[config.mk]
export PLATFORM = sky130hd
export DESIGN_NAME = aes_inv_key_gen_flat
export DESIGN_NICKNAME = d
export VERILOG_FILES = /design/src/rtl/aes_inv_key_gen_if.sv /design/src/rtl/aes_inv_key_gen.sv /design/src/flat_wrapper.sv
export SDC_FILE = /design/constraint.sdc
export NUM_CORES = 1
export LEC_CHECK = 0
export BUFFER_PORTS_ARGS = -buffer_cell sky130_fd_sc_hd__buf_2
export CORE_MARGIN = 2
export CORE_UTILIZATION = 50
export CTS_BUF_LIST = sky130_fd_sc_hd__clkbuf_16
export DETAILED_ROUTE_END_ITERATION = 12
export GPL_TIMING_DRIVEN = 0
export PLACE_DENSITY = 0.78
export SYNTH_ARGS = -nofsm -noshare
export SYNTH_HDL_FRONTEND = slang
export SYNTH_SLANG_ARGS = --single-unit
[constraint.sdc]
create_clock -name clk -period 5.05 [get_ports clk]
set_input_delay 0.2525 -clock clk [delete_from_list [all_inputs] [get_ports clk]]
set_output_delay 0.2525 -clock clk [all_outputs]
set_load 0.02 [all_outputs]
[src/rtl/aes_inv_key_gen_if.sv]
// Request/response bundle between the inverse-cipher round controller, the shared
// S-box and the inverse key schedule.
interface aes_inv_key_gen_if;
  logic             en;
  logic             start;
  logic             next_rnd;
  logic [0:3][31:0] key_i;
  logic [31:0]      sub_i;
  logic [31:0]      sub_o;
  logic [0:3][31:0] key_o;
  logic [3:0]       rnd_o;
  logic             key_vld;
  logic             busy;
  logic             done;

  modport master (
    output en, start, next_rnd, key_i, sub_i,
    input  sub_o, key_o, rnd_o, key_vld, busy, done
  );

  modport slave (
    input  en, start, next_rnd, key_i, sub_i,
    output sub_o, key_o, rnd_o, key_vld, busy, done
  );
endinterface

[src/rtl/aes_inv_key_gen.sv]
// AES-128 inverse key schedule: steps from the round-NR key back to the cipher key.
// Optional AES_INV_KEY_DONE_IRQ_EN adds irq_ack/done_irq with a sticky completion flag.
module aes_inv_key_gen #(
  parameter int unsigned NK = 4,
  parameter int unsigned NR = 10
) (
  input  logic clk,
  input  logic rst,
`ifdef AES_INV_KEY_DONE_IRQ_EN
  input  logic irq_ack,
  output logic done_irq,
`endif
  aes_inv_key_gen_if.slave bus
);

  if (NK != 4) begin : g_nk_check
    $error("aes_inv_key_gen supports NK=4 only");
  end

  typedef enum logic [2:0] {
    IDLE,
    WAIT,
    CALC,
    SUB,
    DONE
  } state_t;

  localparam logic [3:0] NR_W = 4'(NR);

  state_t           state_q;
  state_t           state_d;
  logic [0:3][31:0] key_q;
  logic [3:0]       rnd_q;
  logic [31:0]      p1_q;
  logic [31:0]      p2_q;
  logic [31:0]      p3_q;
  logic [31:0]      p0;
  logic             load;
  logic             calc;
  logic             upd;

  // Rcon for round r: x^(r-1) in GF(2^8), so the table depth follows NR.
  function automatic logic [7:0] rcon(input logic [3:0] r);
    logic [7:0] rc;
    rc = 8'h01;
    for (int unsigned i = 2; i <= 15; i++) begin
      if (i <= 32'(r)) rc = {rc[6:0], 1'b0} ^ (rc[7] ? 8'h1b : 8'h00);
    end
    return rc;
  endfunction

  always_ff @(posedge clk) begin
    if (rst) state_q <= IDLE;
    else     state_q <= state_d;
  end

  always_comb begin
    state_d = state_q;
    if (bus.en) begin
      case (state_q)
        IDLE, DONE: if (bus.start)    state_d = WAIT;
        WAIT:       if (bus.next_rnd) state_d = CALC;
        CALC:                         state_d = SUB;
        SUB:        state_d = (rnd_q <= 4'd1) ? DONE : WAIT;
        default:                      state_d = IDLE;
      endcase
    end
  end

  always_comb begin
    bus.sub_o   = '0;
    bus.key_vld = 1'b0;
    bus.busy    = 1'b0;
    case (state_q)
      WAIT, DONE: bus.key_vld = 1'b1;
      CALC:       bus.busy    = 1'b1;
      SUB: begin
        bus.busy  = 1'b1;
        bus.sub_o = {p3_q[23:0], p3_q[31:24]};
      end
      default: ;
    endcase
    bus.done = bus.key_vld && (rnd_q == 4'd0);
  end

  assign bus.key_o = key_q;
  assign bus.rnd_o = rnd_q;

  assign load = bus.en && bus.start && (state_q == IDLE || state_q == DONE);
  assign calc = bus.en && (state_q == CALC);
  assign upd  = bus.en && (state_q == SUB);
  assign p0   = key_q[0] ^ bus.sub_i ^ {rcon(rnd_q), 24'h0};

  // Words 1..3 are registered in CALC so the S-box operand is stable for all of SUB.
  always_ff @(posedge clk) begin
    if (rst) begin
      key_q <= '0;
      rnd_q <= '0;
      p1_q  <= '0;
      p2_q  <= '0;
      p3_q  <= '0;
    end else begin
      if (load) begin
        key_q <= bus.key_i;
        rnd_q <= NR_W;
      end else if (upd) begin
        key_q <= {p0, p1_q, p2_q, p3_q};
        rnd_q <= (rnd_q != 4'd0) ? rnd_q - 4'd1 : 4'd0;
      end
      if (calc) begin
        p3_q <= key_q[3] ^ key_q[2];
        p2_q <= key_q[2] ^ key_q[1];
        p1_q <= key_q[1] ^ key_q[0];
      end
    end
  end

`ifdef AES_INV_KEY_DONE_IRQ_EN
  always_ff @(posedge clk) begin
    if (rst)                                    done_irq <= 1'b0;
    else if (upd && state_d == DONE)            done_irq <= 1'b1;
    else if (bus.en && irq_ack)                 done_irq <= 1'b0;
  end
`endif

endmodule
[src/flat_wrapper.sv]
// flat-port wrapper written by rule: the top's interface ports become plain ports
module aes_inv_key_gen_flat 
#(
  parameter int unsigned NK = 4,
  parameter int unsigned NR = 10
)
  (clk, rst, bus_en, bus_start, bus_next_rnd, bus_key_i, bus_sub_i, bus_sub_o, bus_key_o, bus_rnd_o, bus_key_vld, bus_busy, bus_done);
  aes_inv_key_gen_if bus_i ();
  input  logic clk;
  input  logic rst;
  input wire logic [$bits(bus_i.en)-1:0] bus_en;
  input wire logic [$bits(bus_i.start)-1:0] bus_start;
  input wire logic [$bits(bus_i.next_rnd)-1:0] bus_next_rnd;
  input wire logic [$bits(bus_i.key_i)-1:0] bus_key_i;
  input wire logic [$bits(bus_i.sub_i)-1:0] bus_sub_i;
  output wire logic [$bits(bus_i.sub_o)-1:0] bus_sub_o;
  output wire logic [$bits(bus_i.key_o)-1:0] bus_key_o;
  output wire logic [$bits(bus_i.rnd_o)-1:0] bus_rnd_o;
  output wire logic [$bits(bus_i.key_vld)-1:0] bus_key_vld;
  output wire logic [$bits(bus_i.busy)-1:0] bus_busy;
  output wire logic [$bits(bus_i.done)-1:0] bus_done;
  assign bus_i.en = bus_en;
  assign bus_i.start = bus_start;
  assign bus_i.next_rnd = bus_next_rnd;
  assign bus_i.key_i = bus_key_i;
  assign bus_i.sub_i = bus_sub_i;
  assign bus_sub_o = bus_i.sub_o;
  assign bus_key_o = bus_i.key_o;
  assign bus_rnd_o = bus_i.rnd_o;
  assign bus_key_vld = bus_i.key_vld;
  assign bus_busy = bus_i.busy;
  assign bus_done = bus_i.done;
  aes_inv_key_gen #(.NK(NK), .NR(NR)) u_core (.clk(clk), .rst(rst), .bus(bus_i));
endmodule
# == Word level (Yosys, flattened, before mapping) ==
# Index checks and enable logic that the tools add are counted.
# W data, S select, Z words.
# totals
in_bits,165
out_inout_bits,167
word_cells,104
reg_bits,231
# classes
bitwise_logic,18
n_lt_le_gt_ge,15
n_reduce_logical,15
mux,39
add_sub_neg,1
eq_ne,6
# ops
cell,count
$mux W128,2
$xor A32 B32 Y32,5
$mux W8,13
$xor A8 B8 Y8,12
$mux W5,13
$le A4 B4 Y1 const A,8
$mux W32,1
$le A3 B4 Y1 const A,4
$mux W4,3
$pmux W3 S4,1
$mux W3,3
$le A2 B4 Y1 const A,2
$reduce_or A2 Y1,4
$xor A3 B8 Y8,1
$eq A3 B2 Y1 const B,2
$logic_and A1 B1 Y1,5
$le A4 B1 Y1 const B,1
$logic_not A4 Y1,1
$ne A2 B2 Y1 const B,2
$reduce_bool A4 Y1,1
$sub A4 B1 Y4 const B,1
$eq A3 B1 Y1 const B,1
$eq A3 B3 Y1 const B,1
$logic_not A3 Y1,1
other kinds (5),6

# == Logic depth before layout (Yosys ltp) ==
# depth
ltp_word,43
mapped_depth,13

# == Worst setup path before layout ==
# Ideal clock, no wire load.
# synth_timing
kind,reg-to-reg
start,register u_core.rnd_q[2] (netlist: u_core.bus.rnd_o[2])
end,"register u_core.key_q, in the netlist u_core.bus.key_o[122]"
path_slack_ns,2.331
path_stages_with_launch,12
t_arrival_ns,2.615
path_cell_list,dfxtp_1 buf_2 buf_2 nor2_1 nand2_1 ha_1 xnor2_2 a211oi_1 a221oi_1 nor3_1 o211a_1 a2111oi_2
# synth_via
elab_chain_len,33
elab_cells_between_ends,55
classes_between,order compare: 14; mux: 27; bitwise: 14
# synth_lines
item,line,source
from (decl),aes_inv_key_gen.sv:33,logic [3:0] rnd_q;
from (signal assigned),aes_inv_key_gen.sv:108,rnd_q <= (rnd_q != 4'd0) ? rnd_q - 4'd1 : 4'd0;
$le A2 B4 Y1,aes_inv_key_gen.sv:47,"if (i <= 32'(r)) rc = {rc[6:0], 1'b0} ^ (rc[7] ? 8'h1b : 8'h00);"
$mux W2,aes_inv_key_gen.sv:47,
$xor A3 B8 Y8,aes_inv_key_gen.sv:47,
$mux W8,aes_inv_key_gen.sv:47,
$xor A8 B8 Y8,aes_inv_key_gen.sv:47,
$mux W8,aes_inv_key_gen.sv:47,
$xor A8 B8 Y8,aes_inv_key_gen.sv:47,
$mux W8,aes_inv_key_gen.sv:47,
[17 not listed],n/a,
$mux W8 / $mux W5 (equally long branches),aes_inv_key_gen.sv:47,
$xor A8 B8 Y8,aes_inv_key_gen.sv:47,
$mux W8,aes_inv_key_gen.sv:47,
$xor A8 B8 Y8,aes_inv_key_gen.sv:47,
$mux W8 *,aes_inv_key_gen.sv:47,
$xor A32 B32 Y32 *,aes_inv_key_gen.sv:92,"assign p0 = key_q[0] ^ bus.sub_i ^ {rcon(rnd_q), 24'h0};"
$mux W128 *,aes_inv_key_gen.sv:106,end else if (upd) begin
$mux W128 *,aes_inv_key_gen.sv:103,if (load) begin
to (signal assigned),aes_inv_key_gen.sv:104,key_q <= bus.key_i;
to (signal assigned),aes_inv_key_gen.sv:107,"key_q <= {p0, p1_q, p2_q, p3_q};"
to (decl),aes_inv_key_gen.sv:32,logic [0:3][31:0] key_q;
# Every way passes the cells marked *; elsewhere a longest branch is shown, timed or not. The select of a mux whose other input is x is not followed.
# A chain may end at the register's enable or synchronous reset.

# == Worst setup path in the final report ==
# layout_timing
start,register u_core.rnd_q[2] (netlist: u_core.bus.rnd_o[2])
end,"register u_core.key_q, in the netlist u_core.bus.key_o[120]"
# layout_via
elab_chain_len,33
elab_cells_between_ends,56
classes_between,order compare: 14; mux: 28; bitwise: 14
# layout_lines
item,line
$le A2 B4 Y1,aes_inv_key_gen.sv:47
$mux W2,aes_inv_key_gen.sv:47
$xor A3 B8 Y8,aes_inv_key_gen.sv:47
$mux W8,aes_inv_key_gen.sv:47
$xor A8 B8 Y8,aes_inv_key_gen.sv:47
$mux W8,aes_inv_key_gen.sv:47
$xor A8 B8 Y8,aes_inv_key_gen.sv:47
$mux W8,aes_inv_key_gen.sv:47
[17 not listed],n/a
$xor A8 B8 Y8,aes_inv_key_gen.sv:47
$mux W8,aes_inv_key_gen.sv:47
$mux W5,aes_inv_key_gen.sv:47
$xor A8 B8 Y8,aes_inv_key_gen.sv:47
$mux W8 *,aes_inv_key_gen.sv:47
$xor A32 B32 Y32 *,aes_inv_key_gen.sv:92
$mux W128 *,aes_inv_key_gen.sv:106
$mux W128 *,aes_inv_key_gen.sv:103
# Marked as above.

==> results.sh <==
export IMPL_cts_tree="done"
export IMPL_yosysMostFrequentCell="nor2_1"
export IMPL_finalHoldViolCount=0
export IMPL_clk_path_buf_depth=3
export IMPL_synth_yosys_seq_area_share_pct=42.1
export IMPL_ys_warn_count=0
export IMPL_seqCellArea_sq_um=4620
export IMPL_antenna_found_initial=3
export IMPL_hpwl_um=29200
export IMPL_start_util_pct=50.7
export IMPL_ctsHoldBuffers=0
export IMPL_ys_top_cells_by_count="nor2_1 (238), dfxtp_1 (231), a211oi_1 (222), xnor2_1 (101), mux2i_1 (97)"
export IMPL_synth_avg_cell_area_sq_um=8.95
export IMPL_slew_limit_headroom_pct=30.8
export IMPL_routabilityCongestion=0.971
export IMPL_cts_resized=0
export IMPL_fin_tns_setup_ns=0
export IMPL_die_area_sq_um=23200
export IMPL_routed_wirelength_um=38100
export IMPL_postRouteAntennaNets=0
export IMPL_timing_fmax_mhz=307
export IMPL_cp_num_buf_inv=4
export IMPL_finalCritPeriodShare_pct=64.4
export IMPL_status="finished, final reports clean"
export IMPL_use_met2_pct=53.3
export IMPL_ys_flop_type="dfxtp_1"
export IMPL_ios=332
export IMPL_via_count=10600
export IMPL_path_class="register to register"
export IMPL_met1_usage_pct=40.1
export IMPL_multi_input_area_sq_um=5880
export IMPL_grt_pass1_vias=10400
export IMPL_worstMarginPinSlew_ns=1.04
export IMPL_viasPerCell=5.64
export IMPL_die_height_um=152
export IMPL_ys_types=63
export IMPL_drc=0
export IMPL_cts_sinks=231
export IMPL_final_max_slew_viol_count=0
export IMPL_end_kind="register"
export IMPL_timing_final_crit_period_ns=3.25
export IMPL_syn_area_sq_um=11000
export IMPL_rsz0062_at_grt="no"
export IMPL_cp_slowest_stage_delay_ns=0.38
export IMPL_clock_skew_ns=0.0188
export IMPL_ir_worst_vdd_v=0.000216
export IMPL_busiest_layer="met2"
export IMPL_start_kind="register"
export IMPL_grtUsageMet3_pct=4.92
export IMPL_netlist_area_leader_share_pct=42.1
export IMPL_cp_common_cell="buf_2"
export IMPL_rows=54
export IMPL_synth_largest_area_cell="dfxtp_1"
export IMPL_cts_clk_slew_worst_paths_ns=0.06
export IMPL_syn_nets=1397
export IMPL_p_leak_nw=5.51
export IMPL_post_cts_buffers=0
export IMPL_synthArstFlopShare_pct=0
export IMPL_grt_remaining_overflow=0
export IMPL_p_per_area_nw_per_um2=329
export IMPL_cp_arrival_ns=3.68
export IMPL_htree_levels=1
export IMPL_hp_class="input port to register"
export IMPL_syn_inst=1228
export IMPL_drtPass1Iterations=5
export IMPL_synth_area_leaders="dfxtp_1 (42%), a211oi_1 (15%), mux2i_1 (8.8%), nor2_1 (8.1%), xnor2_1 (8.1%)"
export IMPL_setup_viol_count_final=0
export IMPL_cts_buffers=25
export IMPL_port_buffers=330
export IMPL_cp_cell_sequence="buf_2, buf_2, nor2_1, nand2_1, inv_1, ha_1, clkbuf_1, and3b_1, a311oi_1, a41oi_2, xnor2_1, and3_1, nor4_1"
export IMPL_crit_family="simple AND/OR/NAND/NOR gates"
export IMPL_grt_max_degree=14
export IMPL_grt_first_pass_wirelength_um=58100
export IMPL_cts_root_buf="clkbuf_16"
export IMPL_p_total_mw=4.53
export IMPL_fin_nets=1754
export IMPL_clock_latency_ns=0.52
export IMPL_synth_edff_count=0
export IMPL_crit_fanout=10
export IMPL_drv_cap=0
export IMPL_fillers=1880
export IMPL_synth_seq_cells=231
export IMPL_first_iter_violations=630
export IMPL_cp_slowest_cell="clkbuf_1"
export IMPL_grt_use_total_pct=31.4
export IMPL_fp_dieW_um=152
export IMPL_core_sq_um=21700
export IMPL_crit_required_ns=5.47
export IMPL_syn2layout_area_growth_pct=25.3
export IMPL_wl_per_cell_um=20.3
export IMPL_drive_above_1_share_pct=25.0
==> worst reg2reg max path: cells and delay by family (launching register included) <==
family / cells / cell delay [ns]
AO/OA/AOI/OAI: 2 / 0.41
XOR/XNOR: 1 / 0.18
adder cells (fa/ha/maj): 1 / 0.18
buffers and inverters: 4 / 0.93
flip-flops: 1 / 0.31
AND/OR/NAND/NOR: 5 / 1.16
==> cell type report <==
class,count,area share [%]
antenna,3,0.0545
timing repair buffer,330,12.0
clock inverter,16,1.08
inverter,11,0.300
tap,280,2.54
sequential,231,33.6
buffer,107,3.21
multi-input combinational,879,42.7
clock buffer,25,4.54
==> path summary, 6_finish.rpt <==
path / from / endpoint / slack [ns] / depth (start not counted)
hold reg to reg: u_core.p2_q[22] / u_core.p2_q[22] / 0.50 / 2
setup reg to reg: u_core.bus.rnd_o[2] / u_core.bus.key_o[120] / 1.80 / 13
setup / recovery: u_core.bus.rnd_o[2] / u_core.bus.key_o[120] / 1.80 / 13
hold / removal: bus_key_i[120] / u_core.bus.key_o[120] / 0.01 / 3
==> sequential cells by signal, summed over array words and instances (netlist names) <==
signal and flops:
u_core.p3_q 32, u_core.p1_q 32, u_core.bus.key_o 128, u_core.bus.rnd_o 4, u_core.state_q 3, u_core.p2_q 32
==> power breakdown <==
group	switching (mW)	internal, mW
registers	0.128	1.91
clock network	0.736	1.04
logic	0.419	0.288
==> cell families after synthesis <==
group / count (synthesis) / share of synthesized area, %
simple gates: 356 / 14.1
flops: 231 / 42.1
compound gates: 295 / 19.9
xor+xnor: 127 / 10.2
mux: 97 / 8.84
fa+ha+maj: 4 / 0.455
buf+inv: 118 / 4.40
==> layout by cell type (no fill, tap or decap), types with 3 or more instances in the layout <==
master	netlist	final
buf_2	26	356
nor2_1	238	238
dfxtp_1	231	231
a211oi_1	222	222
xnor2_1	101	101
mux2i_1	97	97
clkbuf_1	69	69
nand2_1	38	38
and2_1	33	33
xor2_1	25	25
clkbuf_16	0	25
a21oi_1	13	13
o21ai_0	13	13
inv_1	10	13
buf_1	10	10
nand2b_1	8	8
nor3_1	8	8
clkinv_1	0	7
nand3_1	4	4
o21bai_1	4	4
and3_1	4	4
nor2b_1	4	4
o21a_1	4	4
ha_1	4	4
diode_2	0	3
o31a_1	3	3
or4_1	3	3
a31oi_1	3	3
o21ai_1	3	3
or2_2	3	3
o2111ai_1	3	3
a221oi_1	3	3
bufinv_16	0	3
==> stage by stage <==
step                instance area [sq um]  utilization [%]  instances  hold WS (ns)  setup WS, ns
floorplan                           11000                -       1228         0.405          2.33
global placement                    13000             59.9       1838         0.486          1.85
detailed placement                  13000             59.9       1838         0.491          1.82
CTS                                 13800             63.5       1879        0.0109          1.84
global route                        13800             63.5       1881        0.0145          1.59
finish                              13800             63.5       1882        0.0132          1.80
==> routing by layer <==
layer | wire length, um | vias to the layer above | part of all wire, %
met5 | 0 | - | 0
met4 | 1370 | 0 | 3.6
met3 | 2640 | 78 | 6.9
met2 | 18100 | 456 | 47
met1 | 16000 | 5026 | 42
li1 | - | 5056 | -
Note: power is estimated with default switching activity, not from simulation.
